`src/rtl/dct2_16_row_ctrl_if.sv`:
```
// Row stream bundle for dct2_16_row_ctrl: residual rows in, registered
// transform result rows out, each side with its own valid/ready handshake.
interface dct2_16_row_ctrl_if;
    logic               in_valid;
    logic               in_ready;
    logic signed [9:0]  in_x [0:15];
    logic               out_valid;
    logic               out_ready;
    logic signed [10:0] out_ye [0:7];
    logic signed [19:0] out_yo [0:7];
    logic [3:0]         out_row;
    logic               out_last;

    modport master (
        output in_valid, in_x, out_ready,
        input  in_ready, out_valid, out_ye, out_yo, out_row, out_last
    );

    modport slave (
        input  in_valid, in_x, out_ready,
        output in_ready, out_valid, out_ye, out_yo, out_row, out_last
    );
endinterface

```
`src/rtl/dct2_16_row_ctrl.sv`:
```
// Row sequencer for a 16-point DCT-II row pass: feeds an external combinational
// datapath and holds one result row. Optional stall counter: DCT2_16_ROW_CTRL_STALLCNT_EN.
module dct2_16_row_ctrl #(
    parameter int unsigned NROWS = 16
) (
    input  logic               clk,
    input  logic               rst_n,
    input  logic               abort,
    dct2_16_row_ctrl_if.slave  bus,
    output logic signed [9:0]  dp_x [0:15],
    input  logic signed [10:0] dp_ye [0:7],
    input  logic signed [19:0] dp_yo [0:7],
    output logic               busy,
    output logic               done,
    output logic [15:0]        stall_cnt
);

    // state | meaning
    // IDLE  | no block in progress, waiting for row 0
    // ROWS  | rows 0..NROWS-1 of a block being accepted
    // DRAIN | last row captured, waiting for it to be taken downstream
    typedef enum logic [1:0] {
        IDLE  = 2'd0,
        ROWS  = 2'd1,
        DRAIN = 2'd2
    } state_t;

    localparam logic [3:0] ROW_LAST = 4'(NROWS - 1);

    state_t     state;
    state_t     state_nxt;
    logic [3:0] rcnt;
    logic       hs_in;
    logic       hs_out;
    logic       row_is_last;

    assign dp_x         = bus.in_x;
    assign bus.in_ready = (!bus.out_valid || bus.out_ready) && !abort;
    assign hs_in        = bus.in_valid && bus.in_ready;
    assign hs_out       = bus.out_valid && bus.out_ready;
    assign row_is_last  = (rcnt == ROW_LAST);
    assign busy         = (state != IDLE);

    always_ff @(posedge clk) begin
        if (!rst_n) begin
            state <= IDLE;
        end else begin
            state <= state_nxt;
        end
    end

    always_comb begin
        state_nxt = state;
        case (state)
            IDLE: begin
                if (hs_in) begin
                    state_nxt = ROWS;
                end
            end
            ROWS: begin
                if (hs_in && row_is_last) begin
                    state_nxt = DRAIN;
                end
            end
            DRAIN: begin
                // Row 0 of the next block may be accepted in the same cycle the last row leaves.
                if (hs_out && bus.out_last) begin
                    state_nxt = hs_in ? ROWS : IDLE;
                end
            end
            default: state_nxt = IDLE;
        endcase
        if (abort) begin
            state_nxt = IDLE;
        end
    end

    always_ff @(posedge clk) begin
        if (!rst_n) begin
            rcnt          <= '0;
            bus.out_valid <= 1'b0;
            bus.out_row   <= '0;
            bus.out_last  <= 1'b0;
            done          <= 1'b0;
            for (int i = 0; i < 8; i++) begin
                bus.out_ye[i] <= '0;
                bus.out_yo[i] <= '0;
            end
        end else begin
            done <= hs_out && bus.out_last && !abort;
            if (abort) begin
                rcnt          <= '0;
                bus.out_valid <= 1'b0;
            end else if (hs_in) begin
                rcnt          <= row_is_last ? 4'd0 : rcnt + 4'd1;
                bus.out_valid <= 1'b1;
                bus.out_row   <= rcnt;
                bus.out_last  <= row_is_last;
                for (int i = 0; i < 8; i++) begin
                    bus.out_ye[i] <= dp_ye[i];
                    bus.out_yo[i] <= dp_yo[i];
                end
            end else if (hs_out) begin
                bus.out_valid <= 1'b0;
            end
        end
    end

`ifdef DCT2_16_ROW_CTRL_STALLCNT_EN
    always_ff @(posedge clk) begin
        if (!rst_n) begin
            stall_cnt <= '0;
        end else if (bus.out_valid && !bus.out_ready && (stall_cnt != 16'hFFFF)) begin
            stall_cnt <= stall_cnt + 16'd1;
        end
    end
`else
    assign stall_cnt = '0;
`endif

endmodule

```
`src/flat_wrapper.sv`:
```
// flat-port wrapper written by rule: the top's interface ports become plain ports
module dct2_16_row_ctrl_flat 
#(
    parameter int unsigned NROWS = 16
)
  (clk, rst_n, abort, dp_x, dp_ye, dp_yo, busy, done, stall_cnt, bus_in_valid, bus_in_x, bus_out_ready, bus_in_ready, bus_out_valid, bus_out_ye, bus_out_yo, bus_out_row, bus_out_last);
  dct2_16_row_ctrl_if bus_i ();
  input  logic clk;
  input  logic rst_n;
  input  logic abort;
  output logic signed [9:0] dp_x[0:15];
  input  logic signed [10:0] dp_ye[0:7];
  input  logic signed [19:0] dp_yo[0:7];
  output logic busy;
  output logic done;
  output logic [15:0] stall_cnt;
  input wire logic [$bits(bus_i.in_valid)-1:0] bus_in_valid;
  input wire logic [$bits(bus_i.in_x)-1:0] bus_in_x;
  input wire logic [$bits(bus_i.out_ready)-1:0] bus_out_ready;
  output wire logic [$bits(bus_i.in_ready)-1:0] bus_in_ready;
  output wire logic [$bits(bus_i.out_valid)-1:0] bus_out_valid;
  output wire logic [$bits(bus_i.out_ye)-1:0] bus_out_ye;
  output wire logic [$bits(bus_i.out_yo)-1:0] bus_out_yo;
  output wire logic [$bits(bus_i.out_row)-1:0] bus_out_row;
  output wire logic [$bits(bus_i.out_last)-1:0] bus_out_last;
  assign bus_i.in_valid = bus_in_valid;
  assign bus_i.in_x = {>>{bus_in_x}};
  assign bus_i.out_ready = bus_out_ready;
  assign bus_in_ready = bus_i.in_ready;
  assign bus_out_valid = bus_i.out_valid;
  assign bus_out_ye = {>>{bus_i.out_ye}};
  assign bus_out_yo = {>>{bus_i.out_yo}};
  assign bus_out_row = bus_i.out_row;
  assign bus_out_last = bus_i.out_last;
  dct2_16_row_ctrl #(.NROWS(NROWS)) u_core (.clk(clk), .rst_n(rst_n), .abort(abort), .bus(bus_i), .dp_x(dp_x), .dp_ye(dp_ye), .dp_yo(dp_yo), .busy(busy), .done(done), .stall_cnt(stall_cnt));
endmodule
```
`config.mk`:
```
export PLATFORM = sky130hd
export DESIGN_NAME = dct2_16_row_ctrl_flat
export DESIGN_NICKNAME = d
export VERILOG_FILES = /design/src/rtl/dct2_16_row_ctrl_if.sv /design/src/rtl/dct2_16_row_ctrl.sv /design/src/flat_wrapper.sv
export SDC_FILE = /design/constraint.sdc
export NUM_CORES = 1
export LEC_CHECK = 0
export CAP_MARGIN = 20
export CORE_AREA = 2 2 331 333
export CTS_CLUSTER_DIAMETER = 60
export CTS_CLUSTER_SIZE = 14
export DETAILED_ROUTE_END_ITERATION = 10
export DIE_AREA = 0 0 333 335
export PLACE_DENSITY = 0.44
export SLEW_MARGIN = 20
export SYNTH_ARGS = -nofsm -noshare
export SYNTH_HDL_FRONTEND = slang
export SYNTH_SLANG_ARGS = --single-unit
```
`constraint.sdc`:
```
create_clock -name clk -period 1.4 [get_ports clk]
set_input_delay 0.14 -clock clk [delete_from_list [all_inputs] [get_ports clk]]
set_output_delay 0.14 -clock clk [all_outputs]
set_load 0.005 [all_outputs]
```
==> results of run 1 <==
==> layout by cell type (no fill, tap or decap), types with 2 or more instances in the layout <==
| cell | n |
|---|---|
| sky130_fd_sc_hd__clkdlybuf4s50_1 | 251 |
| sky130_fd_sc_hd__dfxtp_1 | 246 |
| sky130_fd_sc_hd__o21ai_0 | 241 |
| sky130_fd_sc_hd__dlygate4sd2_1 | 218 |
| sky130_fd_sc_hd__nand3_1 | 176 |
| sky130_fd_sc_hd__a21boi_1 | 130 |
| sky130_fd_sc_hd__a21boi_0 | 112 |
| sky130_fd_sc_hd__buf_4 | 78 |
| sky130_fd_sc_hd__nand3_2 | 73 |
| sky130_fd_sc_hd__clkbuf_16 | 49 |
| sky130_fd_sc_hd__buf_12 | 43 |
| sky130_fd_sc_hd__buf_6 | 17 |
| sky130_fd_sc_hd__conb_1 | 16 |
| sky130_fd_sc_hd__dfxtp_2 | 15 |
| sky130_fd_sc_hd__o21ai_1 | 14 |
| sky130_fd_sc_hd__clkdlybuf4s15_2 | 14 |
| sky130_fd_sc_hd__clkdlybuf4s15_1 | 14 |
| sky130_fd_sc_hd__a21boi_2 | 11 |
| sky130_fd_sc_hd__buf_8 | 11 |
| sky130_fd_sc_hd__inv_6 | 10 |
| sky130_fd_sc_hd__inv_8 | 9 |
| sky130_fd_sc_hd__buf_16 | 8 |
| sky130_fd_sc_hd__buf_2 | 7 |
| sky130_fd_sc_hd__nand3_4 | 6 |
| sky130_fd_sc_hd__clkinv_2 | 6 |
| sky130_fd_sc_hd__a21oi_1 | 4 |
| sky130_fd_sc_hd__nor2_1 | 4 |
| sky130_fd_sc_hd__clkinvlp_4 | 4 |
| sky130_fd_sc_hd__nor2b_4 | 2 |
| sky130_fd_sc_hd__inv_1 | 2 |
| sky130_fd_sc_hd__or4_1 | 2 |
| sky130_fd_sc_hd__clkinv_8 | 2 |
| sky130_fd_sc_hd__bufinv_16 | 2 |
| sky130_fd_sc_hd__clkinv_4 | 2 |
==> metrics by stage <==
| step | power [mW] | cell area (um^2) | TNS, ps | std cells | setup slack [ps] |
|---|---|---|---|---|---|
| floorplan | 9.31 | 11900 | -41.7 | 1391 | -41.7 |
| global route | 23.3 | 20700 | -25530 | 3235 | -228 |
| CTS | 22.7 | 20300 | -13700 | 3229 | -223 |
| detailed placement | 11.0 | 18300 | -95630 | 3127 | -482 |
| global placement | 11.1 | 18300 | -96870 | 3127 | -512 |
| finish | 22.3 | 20700 | -6430 | 3235 | -146 |
==> layer usage <==
metal	vias to the layer above	routed length (um)
met5	-	126
met4	10	2230
met3	165	5310
met2	517	25700
met1	5490	23400
li1	5498	-
==> state kept, by name, summed over array words and instances, names as in the netlist <==
register / count
u_core.bus.out_yo: 160
u_core.bus.out_ye: 88
u_core.bus.out_row: 4
u_core.rcnt: 4
u_core.state: 2
u_core.bus.out_last: 1
u_core.bus.out_valid: 1
u_core.done: 1
==> cell families (layout without fill, tap and decap cells) <==
group | count (synthesis) | in the layout | synth area share
other | 1 | 17 | 0.000317
AO/OA/AOI/OAI | 518 | 518 | 0.275
AND/OR/NAND/NOR | 273 | 273 | 0.117
adder cells (fa/ha/maj) | 1 | 1 | 0.00106
flip-flops | 261 | 261 | 0.442
buffers and inverters | 322 | 751 | 0.164
==> critical path, cell delays in order, from the launching register on <==
cell	delay [ps]
sky130_fd_sc_hd__dfxtp_2	330
sky130_fd_sc_hd__nor2b_4	130
sky130_fd_sc_hd__buf_12	150
sky130_fd_sc_hd__nor2_4	100
sky130_fd_sc_hd__buf_2	120
==> power groups by stage <==
stage          clock, mW  combinational (mW)  sequential (mW)
3_5_place_dp           0                2.95             8.09
3_3_place_gp           0                2.96             8.09
6_report            11.4                2.97             7.92
5_1_grt             12.2                3.22             7.96
2_1_floorplan          0                1.22             8.10
4_1_cts             11.9                2.93             7.92
==> final cells by class <==
class / count / area share
diodes: 1 / 0.000121
flip-flops and latches: 261 / 0.254
multi-input cells: 808 / 0.253
clock buffers: 48 / 0.0565
inverters: 2 / 0.000363
clock inverters: 35 / 0.0174
well taps: 1414 / 0.0855
repair buffers: 666 / 0.333
==> what timing repair did <==
action | CTS | global route
gates resized for setup | 518 | 128
pin swaps | 40 | 26
endpoints found under the hold margin | 24 | 0
endpoints found under the setup margin | 387 | 289
cloned | 8 | 4
buffers inserted | 12 | 5
hold buffers | 1 | 0
==> worst max-delay path by stage <==
| stage | start | endpoint | slack [ps] | cells past startpoint |
|---|---|---|---|---|
| 3_5_place_dp | bus_out_ready | bus_in_ready | -480 | 5 |
| 4_1_cts | u_core.bus.out_valid | bus_in_ready | -220 | 4 |
| 3_3_place_gp | bus_out_ready | bus_in_ready | -510 | 5 |
| 6_report | u_core.bus.out_valid | bus_in_ready | -150 | 4 |
| 2_1_floorplan | u_core.bus.out_valid | u_core.rcnt[2] | -40 | 6 |
| 5_1_grt | u_core.bus.out_valid | bus_in_ready | -230 | 4 |
==> flow_summary.rst, run 1 <==
.. list-table::
   :header-rows: 1

   * - Metric
     - Value
   * - Status
     - complete, but fails checks
   * - Failing checks
     - negative setup slack
   * - CTS tree
     - done
   * - Clock root buffer master
     - sky130_fd_sc_hd__clkbuf_16
   * - Tmin final
     - 1550 ps
   * - Total track usage
     - 0.0954
   * - Commonest cells post-synth
     - sky130_fd_sc_hd__dfxtp_1 (261), sky130_fd_sc_hd__nand3_1 (255), sky130_fd_sc_hd__o21ai_0 (255)
   * - Antenna violations before repair
     - 7
   * - Synthesized netlist cell count
     - 1,376
   * - Die area
     - 0.112 mm^2
   * - Worst hold slack
     - 111 ps
   * - Power share of the clock group
     - 0.511
   * - First-pass GRT wire length
     - 80,000 um
   * - Chip Height
     - 335 um
   * - Largest clock skew in the final design
     - 25.5 ps
   * - Crit Path Max Fanout
     - 3
   * - Final Slew Violations
     - 0
   * - Met1 layer usage reported by global route
     - 0.112
   * - Most Used Layer, Global Route
     - met2
   * - Drt first pass iters
     - 4
   * - Type of the tightest min-delay check
     - in2reg
   * - Source of the worst hold timing path
     - dp_yo[32]
   * - Count of nets after finishing
     - 2,198
   * - Max-cap violations
     - 0
   * - Util after Layout
     - 0.191
   * - FF/Latch Area
     - 0.00524 mm^2
   * - Count of nets left with antenna violations after detail routing
     - 0
   * - F_max
     - 0.647 GHz
   * - Launch point of the worst reg-to-reg path
     - u_core.bus.out_valid
   * - Cell leakage power
     - 8.10 nW
   * - Vias in the first global route
     - 11.7k
   * - Worst vdd rail ir drop
     - 687 uV
   * - Share of post-route cells with drive strength above 1
     - 0.209
   * - Number of DRC violations after detailed routing
     - 0
   * - Number of buffers added by the clock tree synthesis step
     - 45
   * - Maximum number of pins on one net before global-route repair
     - 56
   * - Switching Power
     - 6.13 mW
   * - FILL cells
     - 12.2k
   * - Net Sw Frac
     - 0.275
   * - Number of endpoints with negative hold slack in the final report
     - 0
   * - HPWL after DPL
     - 40,800 um
   * - Critical path endpoint category
     - output port
   * - Number of DRC markers after the initial detailed-route iteration
     - 449
   * - Final weighted congestion in routability-driven placement
     - 0.725
   * - Total number of placement rows
     - 121
   * - Unrepaired setup endpoints after global routing
     - true
   * - CTS H-tree depth
     - 2
   * - Startpoint types
     - flop
   * - Ys Warns
     - 0
   * - Maximum clock insertion buffer count
     - 3
   * - Mean post-synth cell area
     - 8.58 um^2
   * - Register-to-register path setup slack
     - -130 ps
   * - Clock latency on the worst-skew pair
     - 590 ps
   * - Tcrit/Tclk final
     - 1.10
   * - Synthesized area
     - 0.0118 mm^2
   * - Met3 track demand over resource
     - 0.0399
   * - Wirelength, routed
     - 56,800 um
   * - Flop pwr share
     - 0.356
   * - Multi-input logic area
     - 0.00524 mm^2
   * - Reg2Reg Depth
     - 6
   * - Layout overhead on the synthesized area
     - 75.1%
   * - Async set-or-reset flop fraction in the synthesized netlist
     - 0
   * - Library cell occupying the most area in the post-synthesis netlist
     - sky130_fd_sc_hd__dfxtp_1
   * - Clk pin slew, worst setup/hold paths
     - 60 ps
   * - Area of the placeable core
     - 0.108 mm^2
   * - Worst hold stages
     - 3
   * - Count of flip-flops with a built-in enable after synthesis
     - 0
   * - Met2 track demand over resource in global routing
     - 0.152
   * - Data arrival at the endpoint of the critical path
     - 1410 ps
   * - Mean routed wirelength per cell
     - 17.5 um
   * - Hold Crit Endpoint
     - u_core.bus.out_yo[32]
   * - Fraction of post-synthesis cell area in the top cell type by area
     - 0.442
   * - Number of distinct library cells after synthesis
     - 29
   * - Most numerous cell in the Yosys netlist
     - sky130_fd_sc_hd__dfxtp_1
   * - Crit path kind
     - reg2out
   * - Sequential cell area fraction in the yosys report
     - 0.442
   * - Worst setup slack after layout
     - -146 ps
   * - Required time of the critical path
     - 1260 ps
   * - Clock sink total
     - 261
   * - Post-synthesis sequential element count
     - 261
   * - Vias per std cell
     - 3.61
   * - IO Count
     - 846
   * - Capture point of the worst reg-to-reg path
     - u_core.rcnt[3]
   * - Initial Utilization
     - 0.109
   * - Leading register cell type out of synthesis
     - sky130_fd_sc_hd__dfxtp_1
   * - Fraction of power consumed by combinational cells
     - 0.133
   * - Width of the chip
     - 333 um
   * - Most area-consuming cells after synthesis
     - sky130_fd_sc_hd__dfxtp_1 (44%), sky130_fd_sc_hd__a21boi_0 (14%), sky130_fd_sc_hd__buf_4 (11%)
   * - Int Power
     - 16.1 mW
   * - Number of port buffers
     - 509
   * - Residual overflow from global routing
     - 0
   * - Via count
     - 11.7k
   * - Final-report setup violation count
     - 161
   * - Power Density
     - 1080 mW/mm^2
No activity file was read; power rests on OpenSTA's default activity.
==> inputs of run 2 (changes only) <==
--- a/config.mk
+++ b/config.mk
@@ -11,6 +11,7 @@
 export CTS_CLUSTER_SIZE = 14
 export DETAILED_ROUTE_END_ITERATION = 10
 export DIE_AREA = 0 0 333 335
+export HOLD_SLACK_MARGIN = 0.12
 export PLACE_DENSITY = 0.44
 export SLEW_MARGIN = 20
 export SYNTH_ARGS = -nofsm -noshare
==> flow_summary.rst, run 2 (same netlist as run 1, synthesis figures left out) <==
.. list-table::
   :header-rows: 1

   * - Metric
     - Value
   * - Clock latency on the worst-skew pair
     - 590 ps (about the same)
   * - Clk pin slew, worst setup/hold paths
     - 60 ps (about the same)
   * - Largest clock skew in the final design
     - 29.6 ps (+4.12 ps)
   * - Stage delay of the slowest cell on the critical path
     - 340 ps (about the same)
   * - Total power of the final layout
     - 22.8 mW (+2.4%)
   * - Status
     - complete, but fails checks
   * - First-pass GRT wire length
     - 82,600 um (+3.3%)
   * - Max-cap violations
     - 0 (unchanged)
   * - Vias per std cell
     - 3.62 (+0.20%)
   * - Via count
     - 12.5k (+6.7%)
   * - Power Density
     - 995 mW/mm^2 (-7.6%)
   * - Number of buffers added by the clock tree synthesis step
     - 45 (unchanged)
   * - Clock root buffer master
     - sky130_fd_sc_hd__clkbuf_16
   * - Count of nets after finishing
     - 2,407 (+9.5%)
   * - Initial Utilization
     - 0.109 (unchanged)
   * - Die area
     - 0.112 mm^2 (unchanged)
   * - Data arrival at the endpoint of the critical path
     - 2080 ps (+670 ps)
   * - Area of the placeable core
     - 0.108 mm^2 (unchanged)
   * - Number of DRC violations after detailed routing
     - 0 (unchanged)
   * - Register containing the most flip-flops in the final layout
     - u_core.bus.out_yo
   * - Total number of placement rows
     - 121 (unchanged)
   * - Width of the chip
     - 333 um (unchanged)
   * - Wirelength, routed
     - 58,800 um (+3.7%)
   * - Capture point of the worst reg-to-reg path
     - u_core.state[0]
   * - Tcrit/Tclk final
     - 1.14 (+0.0356)
   * - Final weighted congestion in routability-driven placement
     - 0.725 (unchanged)
   * - Worst hold slack
     - 163 ps (+51.7 ps)
   * - Number of endpoints with negative hold slack in the final report
     - 0 (unchanged)
   * - Cell occurring most often along the worst timing path
     - sky130_fd_sc_hd__buf_12
   * - Most frequent cells in the layout
     - sky130_fd_sc_hd__clkdlybuf4s50_1 (251), sky130_fd_sc_hd__dfxtp_1 (244), sky130_fd_sc_hd__o21ai_0 (240)
   * - Vias in the first global route
     - 12.6k (+7.7%)
   * - Layout overhead on the synthesized area
     - 94.0%
   * - Critical path, cell by cell
     - buf_6 > or2b_4 > buf_12 > buf_12 > and4_4 > nor4_2
   * - Flip-flop count of the largest register, all copies and words added
     - 160 (unchanged)
   * - Critical path depth
     - 6 (+2)
   * - F_max
     - 0.627 GHz (-3.1%)
   * - Final-report setup violation count
     - 169 (+5.0%)
   * - Worst vdd rail ir drop
     - 685 uV (-0.17%)
   * - Number of DRC markers after the initial detailed-route iteration
     - 467 (+4.0%)
   * - Chip Height
     - 335 um (unchanged)
   * - Mean routed wirelength per cell
     - 17.1 um (-2.6%)
   * - Reg2Reg Depth
     - 6 (unchanged)
   * - Maximum number of pins on one net before global-route repair
     - 56 (unchanged)
   * - Cell leakage power
     - 8.93 nW (+10%)
   * - Clock sink total
     - 261 (unchanged)
   * - Type of the tightest min-delay check
     - in2reg
   * - Number of port buffers
     - 509 (unchanged)
   * - Total track usage
     - 0.0976 (+0.00214)
   * - Count of nets left with antenna violations after detail routing
     - 0 (unchanged)
   * - Crit path kind
     - reg2reg
   * - Residual overflow from global routing
     - 0 (unchanged)
   * - Tmin final
     - 1600 ps (+49.8 ps)
   * - Worst setup path startpoint
     - u_core.bus.out_valid
   * - HPWL after DPL
     - 40,800 um (unchanged)
   * - Share of post-route cells with drive strength above 1
     - 0.201 (-0.00771)
   * - Worst setup slack after layout
     - -196 ps (-49.8 ps)
   * - Crit-path leading delay family
     - simple AND/OR/NAND/NOR gates
   * - Critical path endpoint category
     - flop
   * - Biggest registers after layout
     - u_core.bus.out_yo (160), u_core.bus.out_ye (88)
   * - CTS tree
     - done
   * - Drt first pass iters
     - 7 (+3)
   * - Crit Path Max Fanout
     - 6 (+3)
   * - Slowest cell on the critical path
     - sky130_fd_sc_hd__dfxtp_2
   * - Failing checks
     - negative setup slack
   * - Unrepaired setup endpoints after global routing
     - true
   * - Register-to-register path setup slack
     - -200 ps (-70 ps)
   * - End point of the critical path
     - u_core.state[0]
   * - Final Slew Violations
     - 0 (unchanged)
   * - Required time of the critical path
     - 1880 ps (+620 ps)
   * - Maximum clock insertion buffer count
     - 3 (unchanged)
   * - Worst setup timing slack at the placement stage
     - -482 ps (unchanged)
   * - Most frequent standard cell in the layout excluding fill and tap cells
     - sky130_fd_sc_hd__clkdlybuf4s50_1
   * - Number of buffers and inverters on the critical path
     - 3 (+1)
   * - Launch point of the worst reg-to-reg path
     - u_core.bus.out_valid
   * - IO Count
     - 846 (unchanged)
   * - Startpoint types
     - flop
   * - Antenna violations before repair
     - 3 (-4)
   * - Setup total negative slack
     - -7300 ps (-871 ps)
   * - CTS H-tree depth
     - 2 (unchanged)
==> run 2: cell types whose count changed in the layout (fill, tap and decap cells not counted), sizes merged <==
cell | previous run | this run
buf | 164 | 165
clkdlybuf4s15 | 28 | 49
dlygate4sd2 | 218 | 194
diode | 1 | 2
dlygate4sd3 | 1 | 207
clkbuf | 51 | 56
==> run 2: how the worst min path moves through the flow <==
stage	start	end	slack, ps	depth (start not counted)
after global routing	dp_yo[75]	u_core.bus.out_yo[75]	130	3
after detailed placement	bus_in_x[10]	dp_x[10]	280	0
after floorplan	bus_in_valid	u_core.bus.out_valid	260	2
after global placement	bus_in_x[10]	dp_x[10]	280	0
final	dp_yo[75]	u_core.bus.out_yo[75]	160	3
after CTS	dp_yo[118]	u_core.bus.out_yo[118]	120	3
==> run 2: what timing repair did <==
item | 4_1_cts | 5_1_grt
endpoints found under the hold margin | 223 | 0
pin swaps | 40 | 43
setup endpoints to repair | 387 | 289
hold buffers | 207 | 0
resized for setup | 518 | 199
buffers inserted | 12 | 8
gates cloned | 8 | 7
==> run 2: final cells by class <==
cell class,instances,area (um^2)
fill,11970,85200
timing repair buffer,875,9010
antenna,2,5.00
multi-input combinational,808,5360
clock inverter,35,359
tap,1414,1770
inverter,2,7.51
sequential,261,5250
clock buffer,48,1170
==> run 2: worst min-delay path: stages <==
cell and delay (ps):
sky130_fd_sc_hd__clkdlybuf4s50_1 450, sky130_fd_sc_hd__nand3_2 80, sky130_fd_sc_hd__a21boi_1 50
==> run 2: stage by stage <==
stage | instance area [um^2] | util | std cells
finish | 22900 | 0.212 | 3445
detailed placement | 18300 | 0.169 | 3127
CTS | 22400 | 0.207 | 3435
floorplan | 11900 | - | 1391
global placement | 18300 | 0.169 | 3127
global route | 22900 | 0.212 | 3444
==> run 2: metal layers <==
layer | wire length (um) | global-route usage
met2 | 26800 | 0.156
met4 | 2150 | 0.0426
met3 | 5150 | 0.0393
met1 | 24600 | 0.114
met5 | 109 | 0.00478
==> run 2: power breakdown <==
part | internal, mW | switching (mW) | total, mW | leakage, nW
clock | 6.67 | 4.71 | 11.4 | 0.749
combinational | 2.09 | 1.41 | 3.50 | 6.04
sequential | 7.77 | 0.151 | 7.92 | 2.14
total | 16.5 | 6.27 | 22.8 | 8.93
==> inputs of run 3 (changes only) <==
--- a/config.mk
+++ b/config.mk
@@ -11,6 +11,7 @@
 export CTS_CLUSTER_SIZE = 14
 export DETAILED_ROUTE_END_ITERATION = 10
 export DIE_AREA = 0 0 333 335
+export GPL_ROUTABILITY_DRIVEN = 0
 export HOLD_SLACK_MARGIN = 0.12
 export PLACE_DENSITY = 0.44
 export SLEW_MARGIN = 20
==> results of run 3 <==
Final layout, timing and power as in run 2 (identical DEF).
